`config.mk`:
```
export PLATFORM = sky130hd
export DESIGN_NAME = plab4_net_router_input_ctrl_wh
export DESIGN_NICKNAME = d
export VERILOG_FILES = /design/src/rtl/plab4_net_router_input_ctrl_wh_pkg.sv /design/src/rtl/plab4_net_router_input_ctrl_wh_route.sv /design/src/rtl/plab4_net_router_input_ctrl_wh.sv
export SDC_FILE = /design/constraint.sdc
export NUM_CORES = 1
export LEC_CHECK = 0
export CAP_MARGIN = 0
export CORE_UTILIZATION = 42
export CTS_CLUSTER_DIAMETER = 30
export DETAILED_ROUTE_END_ITERATION = 16
export GPL_ROUTABILITY_DRIVEN = 0
export PLACE_DENSITY_LB_ADDON = 0.3
export SYNTH_ARGS = -nofsm -noshare
export SYNTH_HDL_FRONTEND = slang
export SYNTH_SLANG_ARGS = --single-unit
```
`constraint.sdc`:
```
create_clock -name clk -period 2.1 [get_ports clk]
set_clock_uncertainty 0.2 [all_clocks]
set_input_delay 0.315 -clock clk [delete_from_list [all_inputs] [get_ports clk]]
set_output_delay 0.315 -clock clk [all_outputs]
set_load 0.1 [all_outputs]
```
`src/rtl/plab4_net_router_input_ctrl_wh_pkg.sv`:
```
// Shared encodings and defaults for the plab4 ring-router input controllers.
package plab4_net_RouterPkg;

  typedef enum logic {
    IDLE   = 1'b0,
    LOCKED = 1'b1
  } state_t;

  localparam int ROUTE_PASS     = 0;
  localparam int ROUTE_SHORTEST = 1;

  localparam int DEF_BWD_PORT  = 0;
  localparam int DEF_TERM_PORT = 1;
  localparam int DEF_FWD_PORT  = 2;

endpackage

```
`src/rtl/plab4_net_router_input_ctrl_wh_route.sv`:
```
// Combinational route function: destination id to a one-hot output-port request.
module plab4_net_RouteCompute
  import plab4_net_RouterPkg::*;
#(
  parameter int p_router_id   = 0,
  parameter int p_num_routers = 8,
  parameter int p_num_ports   = 3,
  parameter int p_term_port   = DEF_TERM_PORT,
  parameter int p_fwd_port    = DEF_FWD_PORT,
  parameter int p_bwd_port    = DEF_BWD_PORT,
  parameter int p_route_mode  = ROUTE_PASS,
  localparam int c_dest_nbits = $clog2(p_num_routers)
) (
  input  logic [c_dest_nbits-1:0] dest,
  output logic [p_num_ports-1:0]  reqs
);

  localparam logic [c_dest_nbits-1:0] c_id   = c_dest_nbits'(p_router_id);
  localparam logic [c_dest_nbits:0]   c_n    = (c_dest_nbits+1)'(p_num_routers);
  localparam logic [c_dest_nbits:0]   c_half = (c_dest_nbits+1)'(p_num_routers / 2);

  logic [c_dest_nbits:0] diff;
  logic [c_dest_nbits:0] fwd;

  // Adding N before subtracting keeps the difference non-negative; one
  // conditional subtract then yields (dest - id) mod N for any ring size.
  always_comb begin
    diff = {1'b0, dest} + c_n - {1'b0, c_id};
    fwd  = (diff >= c_n) ? (diff - c_n) : diff;
    reqs = '0;
    if (dest == c_id)
      reqs[p_term_port] = 1'b1;
    else if ((p_route_mode == ROUTE_SHORTEST) && (fwd <= c_half))
      reqs[p_fwd_port] = 1'b1;
    else
      reqs[p_bwd_port] = 1'b1;
  end

endmodule

```
`src/rtl/plab4_net_router_input_ctrl_wh.sv`:
```
// Wormhole input-port controller: routes the head flit and holds that output
// request until the tail flit transfers.
module plab4_net_router_input_ctrl_wh
  import plab4_net_RouterPkg::*;
#(
  parameter int p_router_id   = 0,
  parameter int p_num_routers = 8,
  parameter int p_num_ports   = 3,
  parameter int p_term_port   = DEF_TERM_PORT,
  parameter int p_fwd_port    = DEF_FWD_PORT,
  parameter int p_bwd_port    = DEF_BWD_PORT,
  parameter int p_route_mode  = ROUTE_PASS,
  parameter int p_max_flits   = 16,
  localparam int c_dest_nbits = $clog2(p_num_routers),
  localparam int c_cnt_nbits  = $clog2(p_max_flits + 1)
) (
  input  logic                    clk,
  input  logic                    reset,
  input  logic                    domain,
  input  logic [c_dest_nbits-1:0] dest,
  input  logic                    head,
  input  logic                    tail,
  input  logic                    in_val,
  output logic                    in_rdy,
  output logic [p_num_ports-1:0]  reqs,
  input  logic [p_num_ports-1:0]  grants,
  output logic                    pkt_active,
  output logic                    pkt_domain,
  output logic [c_cnt_nbits-1:0]  flit_cnt,
  output logic                    err
);

  localparam logic [c_cnt_nbits-1:0] c_cnt_one  = c_cnt_nbits'(1);
  localparam logic [c_cnt_nbits-1:0] c_cnt_max  = c_cnt_nbits'(p_max_flits);
  localparam logic [c_cnt_nbits-1:0] c_cnt_last = c_cnt_nbits'(p_max_flits - 1);

  function automatic logic [c_cnt_nbits-1:0] sat_inc(input logic [c_cnt_nbits-1:0] v);
    return (v == c_cnt_max) ? v : (v + c_cnt_one);
  endfunction

  state_t                   state_p1;
  state_t                   state_n;
  logic [p_num_ports-1:0]   lock_reqs_p1;
  logic                     pkt_domain_p1;
  logic [c_cnt_nbits-1:0]   flit_cnt_p1;
  logic                     err_p1;
  logic [p_num_ports-1:0]   route_reqs;
  logic                     xfer;

  plab4_net_RouteCompute #(
    .p_router_id   (p_router_id),
    .p_num_routers (p_num_routers),
    .p_num_ports   (p_num_ports),
    .p_term_port   (p_term_port),
    .p_fwd_port    (p_fwd_port),
    .p_bwd_port    (p_bwd_port),
    .p_route_mode  (p_route_mode)
  ) u_route (
    .dest (dest),
    .reqs (route_reqs)
  );

  // Orphan body flits in IDLE are accepted unconditionally so they drain
  // from the input queue instead of blocking it forever.
  always_comb begin
    reqs    = '0;
    in_rdy  = 1'b0;
    state_n = state_p1;
    case (state_p1)
      IDLE: begin
        if (in_val) begin
          if (head) begin
            reqs   = route_reqs;
            in_rdy = |(route_reqs & grants);
            if (in_rdy && !tail)
              state_n = LOCKED;
          end else begin
            in_rdy = 1'b1;
          end
        end
      end
      LOCKED: begin
        if (in_val) begin
          reqs   = lock_reqs_p1;
          in_rdy = |(lock_reqs_p1 & grants);
          if (in_rdy && tail)
            state_n = IDLE;
        end
      end
    endcase
  end

  assign xfer = in_val & in_rdy;

  // State, lock, count and error register stage
  always_ff @(posedge clk) begin
    if (reset) begin
      state_p1      <= IDLE;
      lock_reqs_p1  <= '0;
      pkt_domain_p1 <= 1'b0;
      flit_cnt_p1   <= '0;
      err_p1        <= 1'b0;
    end else begin
      state_p1 <= state_n;
      if (xfer) begin
        case (state_p1)
          IDLE: begin
            if (!head) begin
              err_p1 <= 1'b1;
            end else if (!tail) begin
              lock_reqs_p1  <= route_reqs;
              pkt_domain_p1 <= domain;
              flit_cnt_p1   <= c_cnt_one;
            end
          end
          LOCKED: begin
            if (head)
              err_p1 <= 1'b1;
            if (tail) begin
              flit_cnt_p1 <= '0;
            end else begin
              flit_cnt_p1 <= sat_inc(flit_cnt_p1);
              if (flit_cnt_p1 == c_cnt_last)
                err_p1 <= 1'b1;
            end
          end
        endcase
      end
    end
  end

  assign pkt_active = (state_p1 == LOCKED);
  assign pkt_domain = pkt_domain_p1;
  assign flit_cnt   = flit_cnt_p1;
  assign err        = err_p1;

endmodule

```
==> impl_metrics.env, run 1 <==
export IMPL_min_period_ps=2060
export IMPL_yosysSeqAreaShare_pct=31.07
export IMPL_design_area_mm2=0.001055
export IMPL_ys_async_sr_fraction_pct=0
export IMPL_insertedDiodeCount=0
export IMPL_critical_path_reg2reg_startpoint="flit_cnt[0]"
export IMPL_final_hold_worst_slack_ps=278.5
export IMPL_worstRegToRegCells=6
export IMPL_drt_pass_1_iters=5
export IMPL_areaGrowthSynthToFinish_pct=63.69
export IMPL_r2r_slack_ps=200
export IMPL_final_antenna_net_count=0
export IMPL_fmaxAchievable_ghz=0.4854
export IMPL_chipHeight_um=41.17
export IMPL_yosys_warnings=0
export IMPL_num_vias=696
export IMPL_post_route_drc_count=0
export IMPL_final_cell_count_no_fill=127
export IMPL_root_buffer="sky130_fd_sc_hd__clkbuf_4"
export IMPL_post_synth_cell_area_avg_um2=8.479
export IMPL_finalSetupViolations=0
export IMPL_ctsHoldBuffers=0
export IMPL_worstPathArrival_ps=2020
export IMPL_synth_cell_area_um2=644.4
export IMPL_timing_final_max_slew_violations=0
export IMPL_number_of_nets_in_the_synthesized_netlist=91
export IMPL_min_delay_start="err"
export IMPL_critPathRequiredTime_ps=2060
export IMPL_hold_class="reg -> reg"
export IMPL_fp_coreArea_mm2=0.001366
export IMPL_overall_die_width_um=41.17
export IMPL_port_buffer_count=21
export IMPL_number_of_antenna_violations_at_the_first_check_in_global_routing=0
export IMPL_clk_pin_slew_ps=70
export IMPL_routed_via_density=5.480
export IMPL_synth_ff_type="sky130_fd_sc_hd__dfxtp_1"
export IMPL_std_cell_rows=13
export IMPL_top_level_ports=24
export IMPL_hold_path_end="err"
export IMPL_die_area_mm2=0.001695
export IMPL_worst_setup_path_type="in -> reg"
export IMPL_grt_setup_unrepaired="no"
export IMPL_cts_sink_count=10
export IMPL_clock_tree_htree_level_count=1
export IMPL_power_density_mw_per_mm2=469.6
export IMPL_final_nets=128
export IMPL_synth_commonest_cells="sky130_fd_sc_hd__dfxtp_1, sky130_fd_sc_hd__nor2_1, sky130_fd_sc_hd__inv_1"
export IMPL_synth_largest_area_cell="sky130_fd_sc_hd__dfxtp_1"
export IMPL_grt_start_max_net_pins=12
export IMPL_total_leakage_power_nw=0.4563
export IMPL_clkLatencyLatePin_ps=270
export IMPL_dpl_cell_count=122
export IMPL_hold_fails_final_rpt=0
export IMPL_synth_largest_type_area_fraction_pct=31.07
export IMPL_drt_wl_total_mm=1.706
export IMPL_clock_tree_from_tritoncts="yes"
export IMPL_finalSetupTns_ps=0
export IMPL_synth_enable_flop_cells=0
export IMPL_detailedPlacementHpwl_mm=1.350
export IMPL_path_max_fanout=4
export IMPL_placed_cell_area_mm2=0.001007
export IMPL_drive_gt1_share_pct=41.07
export IMPL_synthDistinctLibCells=37
export IMPL_yosysMostFrequentCell="sky130_fd_sc_hd__dfxtp_1"
export IMPL_cts_buffers_inserted=3
export IMPL_synth_seq_cells=10
export IMPL_cp_start_kind="input pin"
export IMPL_critPathCaptureType="register"
export IMPL_number_of_global_route_vias_before_repair=600
export IMPL_synthTopCellsByArea="sky130_fd_sc_hd__dfxtp_1, sky130_fd_sc_hd__mux2i_1, sky130_fd_sc_hd__ha_1"
export IMPL_detailedRoute_firstIterationViolations=12
export IMPL_clockBufferDepth=2
export IMPL_worstReg2RegEnd="flit_cnt[4]"
export IMPL_min_delay_path_depth=1
export IMPL_grt_util_all_layers_pct=23.97
export IMPL_grt_first_pass_wirelength_mm=2.525
export IMPL_max_vdd_ir_drop_uv=449.8
export IMPL_cap_viol_max_count=0
export IMPL_post_route_clock_period_utilization_pct=98.10
export IMPL_initial_utilization_pct=47.16
export IMPL_routedWlPerCell_um=13.43
export IMPL_outcome="finished clean"
export IMPL_postSynthCellCount=76
export IMPL_overflow=0
==> layer usage <==
layer	global-route usage, %	vias up	part of all wire [%]
met1	28.48	312	47
met4	12.10	0	1.7
li1	-	355	-
met5	0	-	0
met2	37.89	25	46
met3	8.152	4	5.6
==> cell families after synthesis <==
kind of cell | after synthesis | share of synthesized area [%]
adders and majority gates | 3 | 5.826
AOI/OAI and AO/OA | 22 | 25.63
muxes | 5 | 8.543
other | 1 | 0.5820
buffers and inverters | 10 | 6.602
and+or+nand+nor | 25 | 21.75
DFF | 10 | 31.07
==> area by class of cell <==
class / instances / area (um^2)
clock inverter: 1 / 3.754
multi-input combinational: 56 / 442.9
sequential: 10 / 212.7
inverter: 7 / 26.28
clock buffer: 3 / 22.52
tap: 15 / 18.77
timing repair buffer: 35 / 327.8
fill: 105 / 311.5
==> state kept, by name, indices dropped and copies added (netlist names) <==
signal / count
err: 1
flit_cnt: 5
lock_reqs_p1: 2
pkt_active: 1
pkt_domain: 1
==> power by group <==
| part | internal, W | total, W | switching, W |
|---|---|---|---|
| clock | 0.0000688 | 0.000137 | 0.0000678 |
| combinational | 0.0000638 | 0.000161 | 0.0000976 |
| sequential | 0.000193 | 0.000197 | 0.00000485 |
==> cell usage in the layout (no fill, tap or decap), drive strengths merged, types with 2 or more instances in the layout <==
cell type      netlist  routed
dfxtp               10      10
nor3                 4       4
a22oi                2       2
buf                  2      25
clkdlybuf4s15        0       3
a211oi               4       4
a31oi                2       2
clkdlybuf4s50        0       6
o21ai                4       4
clkbuf               1       3
nand2                3       3
ha                   3       3
nor2                 8       8
mux2i                4       4
inv                  7       7
a211o                2       2
==> repair_timing <==
action / CTS / global route
setup buffers: 1 / 0
endpoints found under the hold margin: 0 / 0
endpoints found under the setup margin: 7 / 2
resized for setup: 9 / 2
pin swaps: 3 / 2
==> worst max path at each step <==
stage                          start     endpoint  slack [ps]
after floorplan           pkt_active      reqs[0]          10
after global placement       dest[2]  flit_cnt[4]        -340
after detailed placement     dest[2]  flit_cnt[4]        -360
after CTS                    dest[2]       in_rdy          20
after global routing         dest[2]  flit_cnt[4]           9
final                        dest[2]  flit_cnt[4]          40
==> metrics by stage <==
step                      setup WS, ps  util, %  power [W]
after floorplan                  9.839        -  0.0002957
after detailed placement        -364.2    73.72  0.0003614
final                            39.92    77.20  0.0004953
after CTS                        24.29    76.92  0.0004994
after global routing             9.031    77.20  0.0005166
after global placement          -339.2    73.72  0.0003595
==> worst max-delay path: stages <==
cell and delay, ps:
sky130_fd_sc_hd__clkdlybuf4s15_1 180, sky130_fd_sc_hd__or4b_4 550, sky130_fd_sc_hd__buf_4 150, sky130_fd_sc_hd__a211o_1 290
sky130_fd_sc_hd__a21o_2 230, sky130_fd_sc_hd__mux2_4 290
Note: power is estimated with default switching activity, not from simulation.
==> run 2, diff against run 1 <==
--- a/config.mk
+++ b/config.mk
@@ -8,8 +8,10 @@
 export CAP_MARGIN = 0
 export CORE_UTILIZATION = 42
 export CTS_CLUSTER_DIAMETER = 30
+export CTS_CLUSTER_SIZE = 20
 export DETAILED_ROUTE_END_ITERATION = 16
 export GPL_ROUTABILITY_DRIVEN = 0
+export MAX_ROUTING_LAYER = met4
 export PLACE_DENSITY_LB_ADDON = 0.3
 export SYNTH_ARGS = -nofsm -noshare
 export SYNTH_HDL_FRONTEND = slang
==> impl_metrics.env, run 2 (same netlist as run 1, synthesis figures left out) <==
export IMPL_max_vdd_ir_drop_uv=450.8
export IMPL_cts_sink_count=10
export IMPL_worstRegToRegCells=6
export IMPL_min_delay_start="err"
export IMPL_final_common_cell="sky130_fd_sc_hd__buf_4"
export IMPL_areaGrowthSynthToFinish_pct=63.69
export IMPL_die_area_mm2=0.001695
export IMPL_grt_first_pass_wirelength_mm=2.525
export IMPL_finalSetupViolations=0
export IMPL_grt_setup_unrepaired="no"
export IMPL_power_density_mw_per_mm2=471.7
export IMPL_number_of_antenna_violations_at_the_first_check_in_global_routing=0
export IMPL_number_of_global_route_vias_before_repair=606
export IMPL_routed_via_density=5.402
export IMPL_cpPeakStageDelay_ps=550
export IMPL_grt_start_max_net_pins=12
export IMPL_post_route_clock_period_utilization_pct=97.79
export IMPL_max_ffs_per_register=5
export IMPL_cap_viol_max_count=0
export IMPL_root_buffer="sky130_fd_sc_hd__clkbuf_4"
export IMPL_clkLatencyLatePin_ps=270
export IMPL_mostFrequentLayoutCells="sky130_fd_sc_hd__buf_4, sky130_fd_sc_hd__inv_1, sky130_fd_sc_hd__nor2_1, sky130_fd_sc_hd__clkdlybuf4s50_1"
export IMPL_final_antenna_net_count=0
export IMPL_critical_path_reg2reg_startpoint="flit_cnt[0]"
export IMPL_port_buffer_count=21
export IMPL_timing_final_max_slew_violations=0
export IMPL_initial_utilization_pct=47.16
export IMPL_critPathCaptureType="register"
export IMPL_overflow=0
export IMPL_grt_util_all_layers_pct=24.63
export IMPL_clk_pin_slew_ps=70
export IMPL_clock_tree_from_tritoncts="yes"
export IMPL_worstSetupStartpoint="dest[2]"
export IMPL_std_cell_rows=13
export IMPL_path_max_fanout=4
export IMPL_ff_latch_area_um2=212.7
export IMPL_worstReg2RegEnd="flit_cnt[4]"
export IMPL_detailedRoute_firstIterationViolations=24
export IMPL_chipHeight_um=41.17
export IMPL_design_area_mm2=0.001055
export IMPL_hold_class="reg -> reg"
export IMPL_r2r_slack_ps=210
export IMPL_min_delay_path_depth=1
export IMPL_overall_die_width_um=41.17
export IMPL_clockBufferDepth=2
export IMPL_crit_path_cell_trace="clkdlybuf4s15_1 > or4b_4 > buf_4 > a211o_1 > a21o_2 > mux2_4"
export IMPL_detailedPlacementHpwl_mm=1.350
export IMPL_hold_fails_final_rpt=0
export IMPL_drive_gt1_share_pct=41.07
export IMPL_cts_buffers_inserted=3
export IMPL_critical_path_slowest_cell="sky130_fd_sc_hd__or4b_4"
export IMPL_worstPathArrival_ps=2010
export IMPL_fillCellCount=105
export IMPL_total_leakage_power_nw=0.4563
export IMPL_final_nets=128
export IMPL_num_vias=686
export IMPL_drt_wl_total_mm=1.727
export IMPL_routedWlPerCell_um=13.60
export IMPL_clock_tree_htree_level_count=1
export IMPL_multi_input_comb_area_um2=442.9
export IMPL_hold_path_end="err"
export IMPL_ctsHoldBuffers=0
export IMPL_top_level_ports=24
export IMPL_fp_coreArea_mm2=0.001366
export IMPL_worst_setup_path_type="in -> reg"
export IMPL_fmaxAchievable_ghz=0.4870
export IMPL_drt_pass_1_iters=4
export IMPL_critPathRequiredTime_ps=2060
export IMPL_placed_cell_area_mm2=0.001007
export IMPL_cp_start_kind="input pin"
export IMPL_insertedDiodeCount=0
export IMPL_min_period_ps=2054
export IMPL_finalSetupTns_ps=0
export IMPL_outcome="finished clean"
export IMPL_post_route_drc_count=0
-- run 2: cell counts in the layout (fill, tap and decap cells not counted) --
Identical to the previous run, type by type.
-- run 2: per-stage QoR --
step | setup WS (ps) | hold slack (ps) | util, % | cells | power (W)
after global placement | -339.2 | 252.7 | 73.72 | 122 | 0.0003595
after detailed placement | -364.2 | 267.6 | 73.72 | 122 | 0.0003614
final | 46.47 | 279.4 | 77.20 | 127 | 0.0004975
after floorplan | 9.839 | 258.9 | - | 76 | 0.0002957
after global routing | 9.047 | 285.8 | 77.20 | 127 | 0.0005166
after CTS | 24.29 | 283.4 | 76.92 | 127 | 0.0004994
-- run 2: routing by layer --
metal / GRT usage [%] / wire length, um
met4: 12.10 / 18
met3: 8.152 / 93
met1: 28.48 / 830
met5: - / 0
met2: 37.89 / 785
-- run 2: worst max-delay path by stage --
stage | endpoint | cells after the start
floorplan | reqs[0] | 4
global route | flit_cnt[4] | 6
CTS | in_rdy | 5
global placement | flit_cnt[4] | 5
finish | flit_cnt[4] | 6
detailed placement | flit_cnt[4] | 5
-- run 2: critical path: cells and delay by family --
kind / cells / cell delay [ps]
and+or+nand+nor: 1 / 550
AOI/OAI and AO/OA: 2 / 520
buffers and inverters: 2 / 340
muxes: 1 / 290
-- run 2: power breakdown --
group | switching, W | internal (W)
Sequential | 0.00000487 | 0.000192
Combinational | 0.0000978 | 0.0000638
Clock | 0.0000698 | 0.0000688
-- run 2: cell type report --
class	count	area share (%)
sequential	10	20.17
clock inverter	1	0.3559
timing repair buffer	35	31.08
clock buffer	3	2.135
inverter	7	2.491
tap	15	1.779
multi-input combinational	56	41.99
-- run 2: repair_timing --
item | 4_1_cts | 5_1_grt
setup endpoints to repair | 7 | 2
buffers inserted | 1 | 0
gates resized for setup | 9 | 2
pin swaps | 3 | 2
==> run 3, diff against run 2 <==
--- a/config.mk
+++ b/config.mk
@@ -6,9 +6,10 @@
 export NUM_CORES = 1
 export LEC_CHECK = 0
 export CAP_MARGIN = 0
+export CORE_ASPECT_RATIO = 1.1
 export CORE_UTILIZATION = 42
 export CTS_CLUSTER_DIAMETER = 30
-export CTS_CLUSTER_SIZE = 20
+export CTS_CLUSTER_SIZE = 25
 export DETAILED_ROUTE_END_ITERATION = 16
 export GPL_ROUTABILITY_DRIVEN = 0
 export MAX_ROUTING_LAYER = met4
==> impl_metrics.env, run 3 (same netlist as run 1, synthesis figures left out) <==
export IMPL_chipHeight_um=43.08
export IMPL_hold_fails_final_rpt=0
export IMPL_outcome="finished clean"
export IMPL_num_vias=732
export IMPL_final_antenna_net_count=0
export IMPL_clkLatencyLatePin_ps=270
export IMPL_critical_path_slowest_cell="sky130_fd_sc_hd__or4b_4"
export IMPL_combinational_fraction_of_design_power_pct=30.2
export IMPL_path_max_fanout=3
export IMPL_detailedPlacementHpwl_mm=1.389
export IMPL_net_switching_power_w=0.0001765
export IMPL_switching_share_pct=32.79
export IMPL_design_power_total_w=0.0005384
export IMPL_clk_pin_slew_ps=70
export IMPL_cts_sink_count=10
export IMPL_max_ffs_per_register=5
export IMPL_multi_input_comb_area_um2=442.9
export IMPL_post_route_clock_period_utilization_pct=97.44
export IMPL_total_leakage_power_nw=0.4625
export IMPL_cts_buffers_inserted=3
export IMPL_ff_latch_area_um2=212.7
export IMPL_cpPeakStageDelay_ps=560
export IMPL_clockBufferDepth=2
export IMPL_drt_pass_1_iters=5
export IMPL_die_area_mm2=0.001695
export IMPL_timing_critical_path_max_delay_family="simple AND/OR/NAND/NOR gates"
export IMPL_mostFrequentLayoutCells="sky130_fd_sc_hd__buf_4, sky130_fd_sc_hd__inv_1, sky130_fd_sc_hd__nor2_1, sky130_fd_sc_hd__clkdlybuf4s50_1"
export IMPL_initial_utilization_pct=45.98
export IMPL_finalSetupTns_ps=0
export IMPL_post_route_drc_count=0
export IMPL_clock_tree_from_tritoncts="yes"
export IMPL_cp_start_kind="input pin"
export IMPL_seq_power_share_pct=36.7
export IMPL_placement_setup_worst_slack_ps=-372.7
export IMPL_postLayoutSetupSlackWorst_ps=53.67
export IMPL_port_buffer_count=21
export IMPL_design_area_mm2=0.001070
export IMPL_overflow=0
export IMPL_grt_start_max_net_pins=12
export IMPL_clock_tree_htree_level_count=1
export IMPL_critPathRequiredTime_ps=2060
export IMPL_detailedRoute_firstIterationViolations=12
export IMPL_grt_first_pass_wirelength_mm=2.898
export IMPL_overall_die_width_um=39.35
export IMPL_fp_coreArea_mm2=0.001401
export IMPL_areaGrowthSynthToFinish_pct=66.02
export IMPL_ctsHoldBuffers=0
export IMPL_routed_via_density=5.719
export IMPL_drt_wl_total_mm=1.810
export IMPL_hold_class="reg -> reg"
export IMPL_placed_cell_area_mm2=0.001001
export IMPL_final_hold_worst_slack_ps=290.6
export IMPL_cellInternalPower_w=0.0003618
export IMPL_worstPathArrival_ps=2010
export IMPL_power_share_clock_pct=33.1
export IMPL_top_level_ports=24
export IMPL_power_density_mw_per_mm2=503.2
export IMPL_finalSetupViolations=0
export IMPL_timing_final_max_slew_violations=0
export IMPL_insertedDiodeCount=0
export IMPL_grt_setup_unrepaired="no"
export IMPL_min_period_ps=2046
export IMPL_worst_setup_path_type="in -> reg"
export IMPL_fmaxAchievable_ghz=0.4887
export IMPL_crit_path_cell_trace="clkdlybuf4s15_1 > or4b_4 > buf_6 > a211o_1 > a21o_2 > mux2_4"
export IMPL_final_nets=128
export IMPL_critPathCaptureType="register"
export IMPL_root_buffer="sky130_fd_sc_hd__clkbuf_4"
export IMPL_routedWlPerCell_um=14.14
export IMPL_fillCellCount=99
export IMPL_number_of_antenna_violations_at_the_first_check_in_global_routing=0
export IMPL_grt_util_all_layers_pct=24.63
export IMPL_drive_gt1_share_pct=41.96
export IMPL_final_common_cell="sky130_fd_sc_hd__buf_4"
export IMPL_cap_viol_max_count=0
export IMPL_std_cell_rows=14
export IMPL_critPathBufInv=2
export IMPL_number_of_global_route_vias_before_repair=674
export IMPL_max_vdd_ir_drop_uv=411.9
[run 3: cell count changes in the layout (fill, tap and decap cells not counted), sizes merged]
cell,change
clkinv,-1
clkbuf,+1
[run 3: final timing paths]
path | startpoint | endpoint | slack [ps] | cells after the start
worst max-delay path | dest[0] | flit_cnt[4] | 50 | 6
worst min-delay path | err | err | 290 | 1
worst max register to register | flit_cnt[0] | flit_cnt[4] | 200 | 6
worst min register to register | err | err | 290 | 1
[run 3: layer usage]
| metal | vias to the layer above | share of wire [%] | GRT usage (%) |
|---|---|---|---|
| li1 | 352 | - | - |
| met1 | 343 | 40 | 28.43 |
| met2 | 33 | 53 | 43.33 |
| met3 | 4 | 6.6 | 3.141 |
| met4 | 0 | 0.94 | 6.207 |
| met5 | - | 0 | - |
[run 3: area by class of cell]
type,count,area share [%]
clock buffer,4,3.392
inverter,7,2.456
tap,16,1.871
timing repair buffer,35,30.99
sequential,10,19.88
multi-input combinational,56,41.40
[run 3: what timing repair did]
item                                    4_1_cts  5_1_grt
endpoints found under the setup margin        7        4
gates resized for setup                      11        1
buffers inserted                              2        0
pin swaps                                     6        4
[run 3: metrics by stage]
| stage | cells | utilization, % |
|---|---|---|
| global route | 128 | 76.34 |
| finish | 128 | 76.34 |
| CTS | 128 | 76.25 |
| floorplan | 76 | - |
| global placement | 122 | 71.43 |
| detailed placement | 122 | 71.43 |
[run 3: power by group through the flow]
stage | clock [W] | sequential (W) | combinational (W)
floorplan | 0 | 0.000225 | 0.0000708
global placement | 0 | 0.000201 | 0.000158
detailed placement | 0 | 0.000202 | 0.000160
CTS | 0.000178 | 0.000198 | 0.000162
global route | 0.000187 | 0.000198 | 0.000171
finish | 0.000178 | 0.000198 | 0.000163
